[src/rtl/branch_spec_ctrl_pkg.sv]
// Shared types for the branch speculation controller: FSM states and the branch tag type.
package branch_spec_ctrl_pkg;

   localparam int NR_BRANCHES_DEFAULT = 4;
   localparam int TAG_W               = $clog2(NR_BRANCHES_DEFAULT);

   typedef enum logic [1:0] {
      IDLE     = 2'd0,
      FLUSH    = 2'd1,
      REDIRECT = 2'd2
   } branch_ctrl_state_e;

   typedef logic [TAG_W-1:0] branch_tag_t;

endpackage

[src/rtl/branch_spec_ctrl_if.sv]
// Issue / branch-unit / frontend signals of the speculation controller.
// master = the surrounding pipeline, slave = the controller itself.
interface branch_spec_ctrl_if #(
   parameter int NR_BRANCHES = 4,
   parameter int VLEN        = 64
);
   import branch_spec_ctrl_pkg::*;

   localparam int TW = $clog2(NR_BRANCHES);
   localparam int CW = $clog2(NR_BRANCHES + 1);

   logic                   alloc_valid_i;
   logic                   alloc_ready_o;
   logic [TW-1:0]          alloc_tag_o;
   logic                   resolve_valid_i;
   logic [TW-1:0]          resolve_tag_i;
   logic                   resolve_mispredict_i;
   logic [VLEN-1:0]        resolve_target_i;
   logic                   flush_o;
   logic [NR_BRANCHES-1:0] kill_mask_o;
   logic                   redirect_valid_o;
   logic [VLEN-1:0]        redirect_pc_o;
   logic                   redirect_ready_i;
   logic [CW-1:0]          inflight_cnt_o;
   logic                   protocol_err_o;

   modport master (
      output alloc_valid_i, resolve_valid_i, resolve_tag_i, resolve_mispredict_i,
             resolve_target_i, redirect_ready_i,
      input  alloc_ready_o, alloc_tag_o, flush_o, kill_mask_o, redirect_valid_o,
             redirect_pc_o, inflight_cnt_o, protocol_err_o
   );

   modport slave (
      input  alloc_valid_i, resolve_valid_i, resolve_tag_i, resolve_mispredict_i,
             resolve_target_i, redirect_ready_i,
      output alloc_ready_o, alloc_tag_o, flush_o, kill_mask_o, redirect_valid_o,
             redirect_pc_o, inflight_cnt_o, protocol_err_o
   );

endinterface

[src/rtl/branch_spec_ctrl_tag_ring.sv]
// Circular tag queue: head/tail pointers, per-tag valid bits and an occupancy count.
// Updates land on the next edge; o_valid_nxt exposes the vector those updates will produce.
module branch_tag_ring #(
   parameter int NR_BRANCHES = 4
) (
   input  logic                               clk_i,
   input  logic                               rst_i,
   input  logic                               i_alloc,
   input  logic                               i_free,
   input  logic                               i_clear,
   output logic [$clog2(NR_BRANCHES)-1:0]     o_head,
   output logic [$clog2(NR_BRANCHES)-1:0]     o_tail,
   output logic [NR_BRANCHES-1:0]             o_valid,
   output logic [NR_BRANCHES-1:0]             o_valid_nxt,
   output logic [$clog2(NR_BRANCHES+1)-1:0]   o_count
);
   import branch_spec_ctrl_pkg::*;

   localparam int TW = $clog2(NR_BRANCHES);
   localparam int CW = $clog2(NR_BRANCHES + 1);

   logic [TW-1:0]          r_head;
   logic [TW-1:0]          r_tail;
   logic [NR_BRANCHES-1:0] r_valid;
   logic [CW-1:0]          r_count;
   logic [NR_BRANCHES-1:0] w_valid_nxt;

   // The caller only allocates below full, so alloc and free never target the same slot.
   always_comb begin
      w_valid_nxt = r_valid;
      if (i_clear) begin
         w_valid_nxt = '0;
      end else begin
         if (i_free)  w_valid_nxt[r_head] = 1'b0;
         if (i_alloc) w_valid_nxt[r_tail] = 1'b1;
      end
   end

   always_ff @(posedge clk_i) begin
      if (rst_i) begin
         r_head  <= '0;
         r_tail  <= '0;
         r_valid <= '0;
         r_count <= '0;
      end else begin
         r_valid <= w_valid_nxt;
         if (i_clear) begin
            r_head  <= r_tail;
            r_count <= '0;
         end else begin
            if (i_free)  r_head <= r_head + TW'(1);
            if (i_alloc) r_tail <= r_tail + TW'(1);
            r_count <= r_count + CW'(i_alloc) - CW'(i_free);
         end
      end
   end

   assign o_head      = r_head;
   assign o_tail      = r_tail;
   assign o_valid     = r_valid;
   assign o_valid_nxt = w_valid_nxt;
   assign o_count     = r_count;

endmodule

[src/rtl/branch_spec_ctrl.sv]
// Branch speculation controller: in-order tag allocation, head-only resolve, and on a
// mispredict a one-cycle flush followed by a held redirect until the frontend accepts it.
module branch_spec_ctrl
   import branch_spec_ctrl_pkg::*;
#(
   parameter int NR_BRANCHES = 4,
   parameter int VLEN        = 64
) (
   input  logic               clk_i,
   input  logic               rst_i,
   branch_spec_ctrl_if.slave  bus
);

   localparam int TW = $clog2(NR_BRANCHES);
   localparam int CW = $clog2(NR_BRANCHES + 1);

   localparam logic [1:0] S_IDLE     = IDLE;
   localparam logic [1:0] S_FLUSH    = FLUSH;
   localparam logic [1:0] S_REDIRECT = REDIRECT;

   logic [1:0]             r_state;
   logic [NR_BRANCHES-1:0] r_kill_mask;
   logic [VLEN-1:0]        r_redirect_pc;
   logic                   r_protocol_err;

   logic                   w_idle;
   logic                   w_alloc_ready;
   logic                   w_alloc_fire;
   logic                   w_res_hit;
   logic                   w_res_ok;
   logic                   w_res_bad;
   logic                   w_clear;
   logic [TW-1:0]          w_head;
   logic [TW-1:0]          w_tail;
   logic [NR_BRANCHES-1:0] w_valid;
   logic [NR_BRANCHES-1:0] w_valid_nxt;
   logic [CW-1:0]          w_count;

   assign w_idle        = (r_state == S_IDLE);
   assign w_alloc_ready = w_idle && (w_count < CW'(NR_BRANCHES));
   assign w_alloc_fire  = bus.alloc_valid_i && w_alloc_ready;
   assign w_res_hit     = (bus.resolve_tag_i == w_head) && w_valid[w_head];
   assign w_res_ok      = bus.resolve_valid_i && w_idle && w_res_hit;
   assign w_res_bad     = bus.resolve_valid_i && !w_res_ok;
   assign w_clear       = (r_state == S_FLUSH);

   branch_tag_ring #(
      .NR_BRANCHES (NR_BRANCHES)
   ) u_ring (
      .clk_i       (clk_i),
      .rst_i       (rst_i),
      .i_alloc     (w_alloc_fire),
      .i_free      (w_res_ok),
      .i_clear     (w_clear),
      .o_head      (w_head),
      .o_tail      (w_tail),
      .o_valid     (w_valid),
      .o_valid_nxt (w_valid_nxt),
      .o_count     (w_count)
   );

   // Kill mask is the post-update valid vector: includes a same-cycle alloc, excludes the resolved tag.
   always_ff @(posedge clk_i) begin
      if (rst_i) begin
         r_state        <= S_IDLE;
         r_kill_mask    <= '0;
         r_redirect_pc  <= '0;
         r_protocol_err <= 1'b0;
      end else begin
         if (w_res_bad) r_protocol_err <= 1'b1;
         case (r_state)
            S_IDLE: begin
               if (w_res_ok && bus.resolve_mispredict_i) begin
                  r_kill_mask   <= w_valid_nxt;
                  r_redirect_pc <= bus.resolve_target_i;
                  r_state       <= S_FLUSH;
               end
            end
            S_FLUSH:    r_state <= S_REDIRECT;
            S_REDIRECT: if (bus.redirect_ready_i) r_state <= S_IDLE;
            default:    r_state <= S_IDLE;
         endcase
      end
   end

   assign bus.alloc_ready_o    = w_alloc_ready;
   assign bus.alloc_tag_o      = w_tail;
   assign bus.flush_o          = (r_state == S_FLUSH);
   assign bus.kill_mask_o      = (r_state == S_FLUSH) ? r_kill_mask : '0;
   assign bus.redirect_valid_o = (r_state == S_REDIRECT);
   assign bus.redirect_pc_o    = r_redirect_pc;
   assign bus.inflight_cnt_o   = w_count;
   assign bus.protocol_err_o   = r_protocol_err;

endmodule

[src/flat_wrapper.sv]
// flat-port wrapper written by rule: the top's interface ports become plain ports
module branch_spec_ctrl_flat import branch_spec_ctrl_pkg::*;
#(
   parameter int NR_BRANCHES = 4,
   parameter int VLEN        = 64
)
  (clk_i, rst_i, bus_alloc_valid_i, bus_resolve_valid_i, bus_resolve_tag_i, bus_resolve_mispredict_i, bus_resolve_target_i, bus_redirect_ready_i, bus_alloc_ready_o, bus_alloc_tag_o, bus_flush_o, bus_kill_mask_o, bus_redirect_valid_o, bus_redirect_pc_o, bus_inflight_cnt_o, bus_protocol_err_o);
  branch_spec_ctrl_if #(.NR_BRANCHES(NR_BRANCHES), .VLEN(VLEN)) bus_i ();
  input  logic clk_i;
  input  logic rst_i;
  input wire logic [$bits(bus_i.alloc_valid_i)-1:0] bus_alloc_valid_i;
  input wire logic [$bits(bus_i.resolve_valid_i)-1:0] bus_resolve_valid_i;
  input wire logic [$bits(bus_i.resolve_tag_i)-1:0] bus_resolve_tag_i;
  input wire logic [$bits(bus_i.resolve_mispredict_i)-1:0] bus_resolve_mispredict_i;
  input wire logic [$bits(bus_i.resolve_target_i)-1:0] bus_resolve_target_i;
  input wire logic [$bits(bus_i.redirect_ready_i)-1:0] bus_redirect_ready_i;
  output wire logic [$bits(bus_i.alloc_ready_o)-1:0] bus_alloc_ready_o;
  output wire logic [$bits(bus_i.alloc_tag_o)-1:0] bus_alloc_tag_o;
  output wire logic [$bits(bus_i.flush_o)-1:0] bus_flush_o;
  output wire logic [$bits(bus_i.kill_mask_o)-1:0] bus_kill_mask_o;
  output wire logic [$bits(bus_i.redirect_valid_o)-1:0] bus_redirect_valid_o;
  output wire logic [$bits(bus_i.redirect_pc_o)-1:0] bus_redirect_pc_o;
  output wire logic [$bits(bus_i.inflight_cnt_o)-1:0] bus_inflight_cnt_o;
  output wire logic [$bits(bus_i.protocol_err_o)-1:0] bus_protocol_err_o;
  assign bus_i.alloc_valid_i = bus_alloc_valid_i;
  assign bus_i.resolve_valid_i = bus_resolve_valid_i;
  assign bus_i.resolve_tag_i = bus_resolve_tag_i;
  assign bus_i.resolve_mispredict_i = bus_resolve_mispredict_i;
  assign bus_i.resolve_target_i = bus_resolve_target_i;
  assign bus_i.redirect_ready_i = bus_redirect_ready_i;
  assign bus_alloc_ready_o = bus_i.alloc_ready_o;
  assign bus_alloc_tag_o = bus_i.alloc_tag_o;
  assign bus_flush_o = bus_i.flush_o;
  assign bus_kill_mask_o = bus_i.kill_mask_o;
  assign bus_redirect_valid_o = bus_i.redirect_valid_o;
  assign bus_redirect_pc_o = bus_i.redirect_pc_o;
  assign bus_inflight_cnt_o = bus_i.inflight_cnt_o;
  assign bus_protocol_err_o = bus_i.protocol_err_o;
  branch_spec_ctrl #(.NR_BRANCHES(NR_BRANCHES), .VLEN(VLEN)) u_core (.clk_i(clk_i), .rst_i(rst_i), .bus(bus_i));
endmodule
[config.mk]
export PLATFORM = sky130hd
export DESIGN_NAME = branch_spec_ctrl_flat
export DESIGN_NICKNAME = d
export VERILOG_FILES = /design/src/rtl/branch_spec_ctrl_pkg.sv /design/src/rtl/branch_spec_ctrl_if.sv /design/src/rtl/branch_spec_ctrl_tag_ring.sv /design/src/rtl/branch_spec_ctrl.sv /design/src/flat_wrapper.sv
export SDC_FILE = /design/constraint.sdc
export NUM_CORES = 1
export LEC_CHECK = 0
export CAP_MARGIN = 30
export CORE_ASPECT_RATIO = 1.1
export CORE_MARGIN = 8
export CORE_UTILIZATION = 44
export DETAILED_ROUTE_END_ITERATION = 7
export GPL_TIMING_DRIVEN = 0
export MAX_ROUTING_LAYER = met4
export PLACE_DENSITY_LB_ADDON = 0.1
export RECOVER_POWER = 50
export SLEW_MARGIN = 25
export SYNTH_ARGS = -nofsm -noshare
export SYNTH_HDL_FRONTEND = slang
export SYNTH_SLANG_ARGS = --single-unit
[constraint.sdc]
create_clock -name clk_i -period 5.2 [get_ports clk_i]
set_input_delay 1.56 -clock clk_i [delete_from_list [all_inputs] [get_ports clk_i]]
set_output_delay 1.56 -clock clk_i [all_outputs]
set_load 0.01 [all_outputs]
# Word level (Yosys, flattened, before mapping)
# Cells that the tools add are included.
# W data, S select, Z words.
dict set report totals {
  ff_bits 82
  input_bits 72
  output_inout_bits 77
  elab_cells 58
}
dict set report classes {
  add_sub_neg 4
  magnitude_cmp 5
  eq_ne 5
  n_mux 16
  bitwise_logic 4
  n_reduce_logical 16
}
# cell count
set op_table {}
lappend op_table {{$mux W4} 5}
lappend op_table {{$logic_and A1 B1 Y1} 9}
lappend op_table {{$mux W2} 4}
lappend op_table {{$lt A2 B3 Y1 const B} 2}
lappend op_table {{$pmux W2 S3} 1}
lappend op_table {{$reduce_and A2 Y1} 3}
lappend op_table {{$add A2 B1 Y2 const B} 2}
lappend op_table {{$and A4 B4 Y4} 1}
lappend op_table {{$demux W1 S2} 2}
lappend op_table {{$ge A2 B1 Y1 const B} 2}
lappend op_table {{$ne A2 B2 Y1 const B} 2}
lappend op_table {{$not A4 Y4} 1}
lappend op_table {{$or A4 B4 Y4} 1}
lappend op_table {{$add A3 B1 Y3} 1}
lappend op_table {{$lt A3 B3 Y1 const B} 1}
lappend op_table {{$mux W1} 3}
lappend op_table {{$sub A3 B1 Y3} 1}
lappend op_table {{$bmux W1 S2} 1}
lappend op_table {{$eq A2 B1 Y1 const B} 1}
lappend op_table {{$eq A2 B2 Y1} 1}
lappend op_table {{$eq A2 B2 Y1 const B} 1}
lappend op_table {{$logic_not A2 Y1} 1}
lappend op_table {{$reduce_bool A2 Y1} 1}
lappend op_table {{$reduce_or A2 Y1} 1}
lappend op_table {{2 further kinds} 2}

# Depth between registers and ports, before layout
# Gate-level depths: netlist of run 1.
dict set report logic_depth {
  word_depth 11
  ltp_mapped 12
  ltp_nobuf 11
}

# Cells and area by module
# Synthesis of run 1 repeated with hierarchy kept, for this count alone.
dict set report hier_totals {
  hier_cells 393
  area_unflattened_um2 3866.2
}
# mod instances cells_per_inst area_each_um2 seq_area_each_um2
set modules_own_cells {}
lappend modules_own_cells {branch_spec_ctrl 1 326 3251.9 1421.4}
lappend modules_own_cells {branch_tag_ring 1 67 614.3 220.2}

# Worst setup path before layout of run 1
# OpenSTA, ideal clock, no wires.
dict set report synth_path {
  kind {input to register}
  startpoint {input bus_resolve_tag_i[1]}
  endpoint {register u_core.u_ring.r_count[2], in the netlist u_core.u_ring.o_count[2]}
  setup_ns 0.134
  arrival_ns 3.298
  required_ns 5.066
  setup_slack_ns 1.769
  cell_stages 11
  n_path_buf 1
  cell_sequence {nor4b_4 > o211a_1 > buf_2 > ha_1 > inv_1 > ha_1 > inv_1 > fa_1 > xor2_1 > xnor2_1 > nor3_1}
}
dict set report synth_via {
  elab_chain_cells 4
}
# item line
set synth_rtl {}
lappend synth_rtl {{from (decl)} flat_wrapper.sv:13} ;# input wire logic [$bits(bus_i.resolve_tag_i)-1:0] bus_resolve_tag_i;
lappend synth_rtl {{$eq A2 B2 Y1} branch_spec_ctrl.sv:42} ;# assign w_res_hit = (bus.resolve_tag_i == w_head) && w_valid[w_head];
lappend synth_rtl {{$logic_and A1 B1 Y1} branch_spec_ctrl.sv:42}
lappend synth_rtl {{$logic_and A1 B1 Y1} branch_spec_ctrl.sv:43} ;# assign w_res_ok = bus.resolve_valid_i && w_idle && w_res_hit;
lappend synth_rtl {{$sub A3 B1 Y3} branch_spec_ctrl_tag_ring.sv:53} ;# r_count <= r_count + CW'(i_alloc) - CW'(i_free);
lappend synth_rtl {{to (signal assigned)} branch_spec_ctrl_tag_ring.sv:53}
lappend synth_rtl {{to (decl)} branch_spec_ctrl_tag_ring.sv:25} ;# logic [CW-1:0] r_count;
# Every way passes these cells.
# A chain may end at the register's enable or synchronous reset.

# Worst setup path in the final report of run 1
# Ends and elaborated chain as after synthesis.

==> key figures, run 1 <==
Clock network
  • Post-CTS Setup Bufs: 0
  • Post-CTS Resized: 0
  • TritonCTS buffer count: 9
  • H-tree depth: 3
  • Clk Latency, worst-skew pair: 0.35 ns
  • CTS sink cnt: 82
  • Worst-path clk slew: 0.08 ns
  • CTS max path bufs: 2
  • Clk Tree Root Cell: clkbuf_8
  • Hold buffer count at CTS: 0
  • CTS tree: built

Floorplanning
  • Core outline area: 0.007047 mm2
  • Die X: 97.64 um
  • Die area: 0.01033 mm2
  • Starting Density: 0.4577
  • Die height: 105.8 um
  • Core Rows: 32
  • IO Pins: 149

Worst setup path
  • Endpoint class of the critical path: flop
  • Required @ worst endpoint: 5.41 ns
  • Critical Path Slowest Stage Cell: dlygate4sd3_1
  • Crit path depth: 13
  • Worst R2R End: u_core.u_ring.o_count[2]
  • Worst path cell trace: dlygate4sd3_1 -> nand3_1 -> nor2_1 -> o211a_1 -> clkbuf_1 -> ha_1 -> inv_1 -> ha_1 -> inv_1 -> fa_1 -> xor2_1 -> xnor2_1 -> nor3_1
  • Worst reg-to-reg path cell count: 12
  • Top delay family on crit path: buffers and inverters
  • Worst Path Buf+Inv: 4
  • Critical path type: input pin to flop
  • Critical Path AT: 4.34 ns
  • Flop2flop setup slack: 2.31 ns
  • Critical path fanouts, max: 8
  • CP max stage delay: 0.61 ns
  • Crit start category: input pin
  • Reg-to-reg critical path startpoint: u_core.u_ring.o_head[0]

STA
  • Worst slew pin tran: 0.6046 ns
  • Part of the cycle the worst path needs: 0.7954
  • TNS Setup: 0 ns
  • Post-route minimum period: 4.136 ns
  • Final Max Tran Viols: 0
  • Final setup vio count: 0
  • Slew headroom: 0.5969
  • RSZ-0062 raised after global routing: no
  • Fin. Hold Viols: 0
  • Setup Skew: 0.01427 ns
  • Fmax: 241.8 MHz
  • Hold Slack: 0.4508 ns

Synth
  • Post-synth EDFFs: 0
  • Seq/Total Area, Yosys: 0.5089
  • Synth area leaders: dfxtp_1 51%, nand2_1 15%, a21oi_1 11%, ha_1 3.9%, buf_2 1.6%
  • Most common flop cell mapped by yosys: dfxtp_1
  • Mapped Avg Cell Area: 8.208 um2
  • Yosys top cell by area: dfxtp_1
  • Count of state elements after synthesis: 82
  • Cell count after synthesis: 393
  • Top cells by count, synth: 133 x nand2_1, 82 x dfxtp_1, 68 x a21oi_1
  • Mapped Area: 0.003226 mm2
  • Post-synth top area share: 0.5089
  • Synth warn: 0
  • Synthesized Nets: 476
  • Synth unique cells: 34
  • Most frequent cell after synthesis: nand2_1
  • Async SR Flop Fraction: 0

Run
  • Max_cap viols: 0

Finish
  • Multi-input logic area: 0.001414 mm2
  • Antenna diode count: 0
  • Area delta synth->final: 55.31%
  • Layout cells sized above 1: 0.05755
  • Net count, final: 634
  • Fill cells: 556
  • Layout Cells excl Fill: 641
  • Finished Core Util: 0.7109
  • FF/Latch Area: 0.001642 mm2

Outcome
  • Status: finished, final reports clean

Hold path
  • Sink of the worst hold path: u_core.bus.redirect_pc_o[27]
  • Worst hold stages: 2
  • Hold Crit Class: flop to flop
  • HP Start: u_core.bus.redirect_pc_o[27]

Routing
  • Vias per cell: 4.908
  • Wirelength per Cell: 14.79 um
  • # DRC: 0
  • Detailed Route WL: 9483 um
  • Routed Antenna Nets: 0
  • Initial DRC Count: 126
  • DR pass1 iterations: 4
  • DR vias: 3146

Global route
  • Gr usage total: 0.1849
  • Largest net degree at the start of global routing: 14
  • Total grt overflow: 0
  • First-pass GRT wire length: 15270 um
  • Vias in the first global route: 3116
  • Initial antenna violation count: 0

Pwr
  • Tot Pwr: 1382 uW
  • Maximum VDD drop: 0.0002333 V
  • Lkg Pwr: 0.002014 uW
  • PwrDens: 275.9 mW/mm2

Place
  • Placed Cells incl. Taps: 625
  • Placer Congestion: 0.8827
  • Post-detail-place hpwl: 7243 um
  • Port Buf Inserts: 147
==> worst reg2reg max path, stage by stage (launching register included) <==
cell      delay, ns
dfxtp_1        0.49
inv_1          0.15
a211oi_2       0.29
o211a_1        0.20
clkbuf_1       0.32
ha_1           0.31
inv_1          0.06
ha_1           0.13
inv_1          0.05
fa_1           0.37
xor2_1         0.19
xnor2_1        0.15
nor3_1         0.06
==> cell type report <==
type | instances | area share
Buffer | 27 | 0.02647
Clock buffer | 11 | 0.02622
Clock inverter | 5 | 0.01573
Inverter | 9 | 0.006743
Multi-Input combinational cell | 275 | 0.2822
Sequential cell | 82 | 0.3277
Tap cell | 85 | 0.02123
Timing Repair Buffer | 147 | 0.2937
==> registers in the layout, indices dropped and copies added (netlist names) <==
register and count:
u_core.bus.redirect_pc_o 64, u_core.bus.protocol_err_o 1, u_core.r_kill_mask 4, u_core.u_ring.o_count 3
u_core.u_ring.o_tail 2, u_core.u_ring.o_valid 4, u_core.r_state 2, u_core.u_ring.o_head 2
==> power breakdown <==
part / internal [uW] / total, uW / switching, uW / leakage (uW)
Clock: 270 / 491 / 221 / 0.000107
Combinational: 119 / 218 / 98.7 / 0.00124
Sequential: 653 / 673 / 20.4 / 0.000663
==> routing by layer <==
metal | share of wire | up-vias | routed length (um) | global-route usage
li1 | - | 1606 | - | -
met1 | 0.45 | 1417 | 4249 | 0.2152
met2 | 0.47 | 107 | 4423 | 0.2923
met3 | 0.066 | 16 | 628 | 0.05291
met4 | 0.019 | 0 | 182 | 0.07801
met5 | 0 | - | 0 | -
==> metrics by stage <==
step,instance area [um2],worst slack (ns)
floorplan,3226,1.769
global placement,4803,1.100
detailed placement,4803,0.9819
CTS,5014,1.346
global route,5010,0.8852
finish,5010,1.064
==> worst max path at each step <==
| stage | from | to | slack [ns] |
|---|---|---|---|
| floorplan | bus_resolve_tag_i[1] | u_core.u_ring.o_count[2] | 1.77 |
| global placement | bus_resolve_tag_i[1] | u_core.u_ring.o_count[2] | 1.10 |
| detailed placement | bus_resolve_tag_i[1] | u_core.u_ring.o_count[2] | 0.98 |
| CTS | bus_resolve_tag_i[1] | u_core.u_ring.o_count[2] | 1.35 |
| global route | bus_resolve_tag_i[1] | u_core.u_ring.o_count[2] | 0.89 |
| finish | bus_resolve_tag_i[1] | u_core.u_ring.o_count[2] | 1.06 |
==> kinds of logic after synthesis <==
family          count (synthesis)  synth area share
xor+xnor                        3          0.008147
buf+inv                        36           0.05275
fa+ha+maj                      11           0.04500
simple gates                  172            0.2265
compound gates                 88            0.1555
flops                          82            0.5089
mux                             1          0.003103
==> placed cells by master (no fill, tap or decap), types with 4 or more instances in the layout <==
master and instances:
a31oi_1 5, and3_1 4, nor2_1 9, dfxtp_1 82, o21ai_0 5, ha_1 10, inv_1 9, clkdlybuf4s50_1 76
and2_1 5, nor3_1 6, dlygate4sd3_1 71, clkbuf_8 9, clkbuf_1 17, buf_4 4, a21oi_1 68, nand2_1 133
nand2b_1 7, buf_2 7
Power figures use the tool's default switching activity.
==> run 2, diff against run 1 <==
Settings changed: CORE_UTILIZATION 44 to 41.
Clock period 5.2 ns to 4.25 ns, I/O delays scaled along.
==> run 2 against run 1 <==
Critical path depth unchanged; critical path type unchanged; sequential power increased by 22%; design area increased by 0.52%.
==> key figures, run 2 (synthesized netlist as in run 1, its figures left out) <==
Finish
  • Commonest cells after routing, fill and taps aside: 133 x nand2_1, 82 x dfxtp_1, 75 x clkdlybuf4s50_1
  • Commonest non-fill, non-tap cell in the layout: nand2_1
  • Antenna diode count: 0 (unchanged)
  • Net count, final: 634 (unchanged)
  • Layout cells sized above 1: 0.05776 (+0.0002078)
  • Area delta synth->final: 56.13%
  • Max FFs per register: 64 (unchanged)
  • Final Instance Area: 0.005036 mm2 (+0.52%)

STA
  • Fmax: 263.6 MHz
  • Part of the cycle the worst path needs: 0.8927
  • Slew headroom: 0.5883 (-0.008559)
  • Setup Skew: 0.008995 ns (-0.005280 ns)
  • Final setup vio count: 0 (unchanged)
  • Fin. Hold Viols: 0 (unchanged)
  • TNS Setup: 0 ns (unchanged)
  • Post-route minimum period: 3.794 ns
  • Worst slew pin tran: 0.6175 ns (+0.01284 ns)
  • Final Max Tran Viols: 0 (unchanged)
  • Hold Slack: 0.4447 ns (-0.006129 ns)
  • RSZ-0062 raised after global routing: no

Clock network
  • Post-CTS Setup Bufs: 0 (unchanged)
  • TritonCTS buffer count: 9 (unchanged)
  • H-tree depth: 3 (unchanged)
  • Hold buffer count at CTS: 0 (unchanged)
  • Clk Latency, worst-skew pair: 0.34 ns (about the same)
  • Post-CTS Resized: 0 (unchanged)
  • CTS max path bufs: 2 (unchanged)
  • Clk Tree Root Cell: clkbuf_8
  • Worst-path clk slew: 0.08 ns (about the same)
  • CTS tree: built
  • CTS sink cnt: 82 (unchanged)

Routing
  • Vias per cell: 4.766 (-2.9%)
  • Detailed Route WL: 9537 um (+0.57%)
  • Wirelength per Cell: 14.41 um (-2.6%)
  • Initial DRC Count: 112 (-11%)
  • DR pass1 iterations: 4 (unchanged)
  • DR vias: 3155 (+0.29%)
  • # DRC: 0 (unchanged)
  • Routed Antenna Nets: 0 (unchanged)

Global route
  • First-pass GRT wire length: 14550 um (-4.7%)
  • Vias in the first global route: 2953 (-5.2%)
  • Largest net degree at the start of global routing: 13 (-1)
  • Total grt overflow: 0 (unchanged)
  • Gr usage total: 0.1731 (-0.01179)
  • Initial antenna violation count: 0 (unchanged)

Floorplanning
  • Die height: 109.0 um (+3.0%)
  • Core Rows: 34 (+6.3%)
  • IO Pins: 149 (unchanged)
  • Core outline area: 0.007785 mm2 (+10%)
  • Die X: 100.6 um (+3.0%)
  • Starting Density: 0.4143 (-0.04341)
  • Die area: 0.01096 mm2 (+6.1%)

Pwr
  • Lkg Pwr: 0.002016 uW (about the same)
  • PwrDens: 335.7 mW/mm2 (+22%)
  • Maximum VDD drop: 0.0002464 V (+5.6%)

Worst setup path
  • Critical Path Slowest Stage Cell: dlygate4sd3_1
  • Required @ worst endpoint: 4.46 ns (-0.95 ns)
  • CP max stage delay: 0.63 ns (+0.02 ns)
  • Critical path type: input pin to flop
  • Critical Path AT: 4.00 ns (-0.34 ns)
  • Worst Path Buf+Inv: 4 (unchanged)
  • Critical path fanouts, max: 8 (unchanged)
  • Endpoint class of the critical path: flop
  • Crit start category: input pin
  • Worst path cell trace: dlygate4sd3_1 -> nand3_1 -> nor2_1 -> o211a_1 -> clkbuf_1 -> ha_1 -> inv_1 -> ha_1 -> inv_1 -> fa_1 -> xor2_1 -> xnor2_1 -> nor3_1
  • Top delay family on crit path: buffers and inverters

Place
  • Post-detail-place hpwl: 7378 um (+1.9%)
  • Placer Congestion: 0.8501 (-3.7%)
  • Area after DPL: 0.004832 mm2 (+0.60%)
  • Port Buf Inserts: 147 (unchanged)

Run
  • Max_cap viols: 0 (unchanged)

Outcome
  • Status: finished, final reports clean

Hold path
  • Hold Crit Class: flop to flop
[run 2: cell count changes in the layout (fill, tap and decap cells not counted), sizes merged]
cell	change
clkinv	-2
buf	+1
clkbuf	-1
clkdlybuf4s50	-1
dlygate4sd3	+1
[run 2: final cells by class]
type	count	area, um2
Clock buffer	11	141.4
Multi-Input combinational cell	275	1414
Fill cell	698	2749
Clock inverter	3	65.06
Sequential cell	82	1642
Inverter	9	33.78
Buffer	27	133.9
Timing Repair Buffer	147	1471
Tap cell	108	135.1
[run 2: metal layers]
metal	vias to the layer above	wire length, um	global-route usage
met3	11	520	0.03831
met4	0	117	0.06811
met2	103	4591	0.2793
met5	-	0	-
li1	1608	-	-
met1	1433	4308	0.2058
[run 2: final timing paths]
path / from / to / slack (ns) / depth (start not counted)
hold reg to reg: u_core.bus.protocol_err_o / u_core.bus.protocol_err_o / 0.44 / 2
setup reg to reg: u_core.u_ring.o_head[0] / u_core.u_ring.o_count[2] / 1.43 / 12
setup / recovery: bus_resolve_tag_i[1] / u_core.u_ring.o_count[2] / 0.46 / 13
hold / removal: u_core.bus.protocol_err_o / u_core.bus.protocol_err_o / 0.44 / 2
[run 2: per-stage QoR]
stage	worst slack (ns)	std cells	utilization	power [uW]
floorplan	1.104	393	-	965.3
global placement	0.3995	648	0.6207	1110
detailed placement	0.3175	648	0.6207	1116
CTS	0.6878	662	0.6472	1720
global route	0.2682	662	0.6469	1769
finish	0.4561	662	0.6469	1691
[run 2: worst register-to-register path, delay by kind of cell (launching register included)]
kind | cells | cell delay [ns]
flops | 1 | 0.50
buf+inv | 4 | 0.56
compound gates | 2 | 0.46
xor+xnor | 2 | 0.31
fa+ha+maj | 3 | 0.80
simple gates | 1 | 0.06
[run 2: where the power goes]
part           switching (uW)  internal [uW]  leakage (uW)
clock network             265            340      0.000105
registers                24.5            798      0.000663
logic                     117            145       0.00125
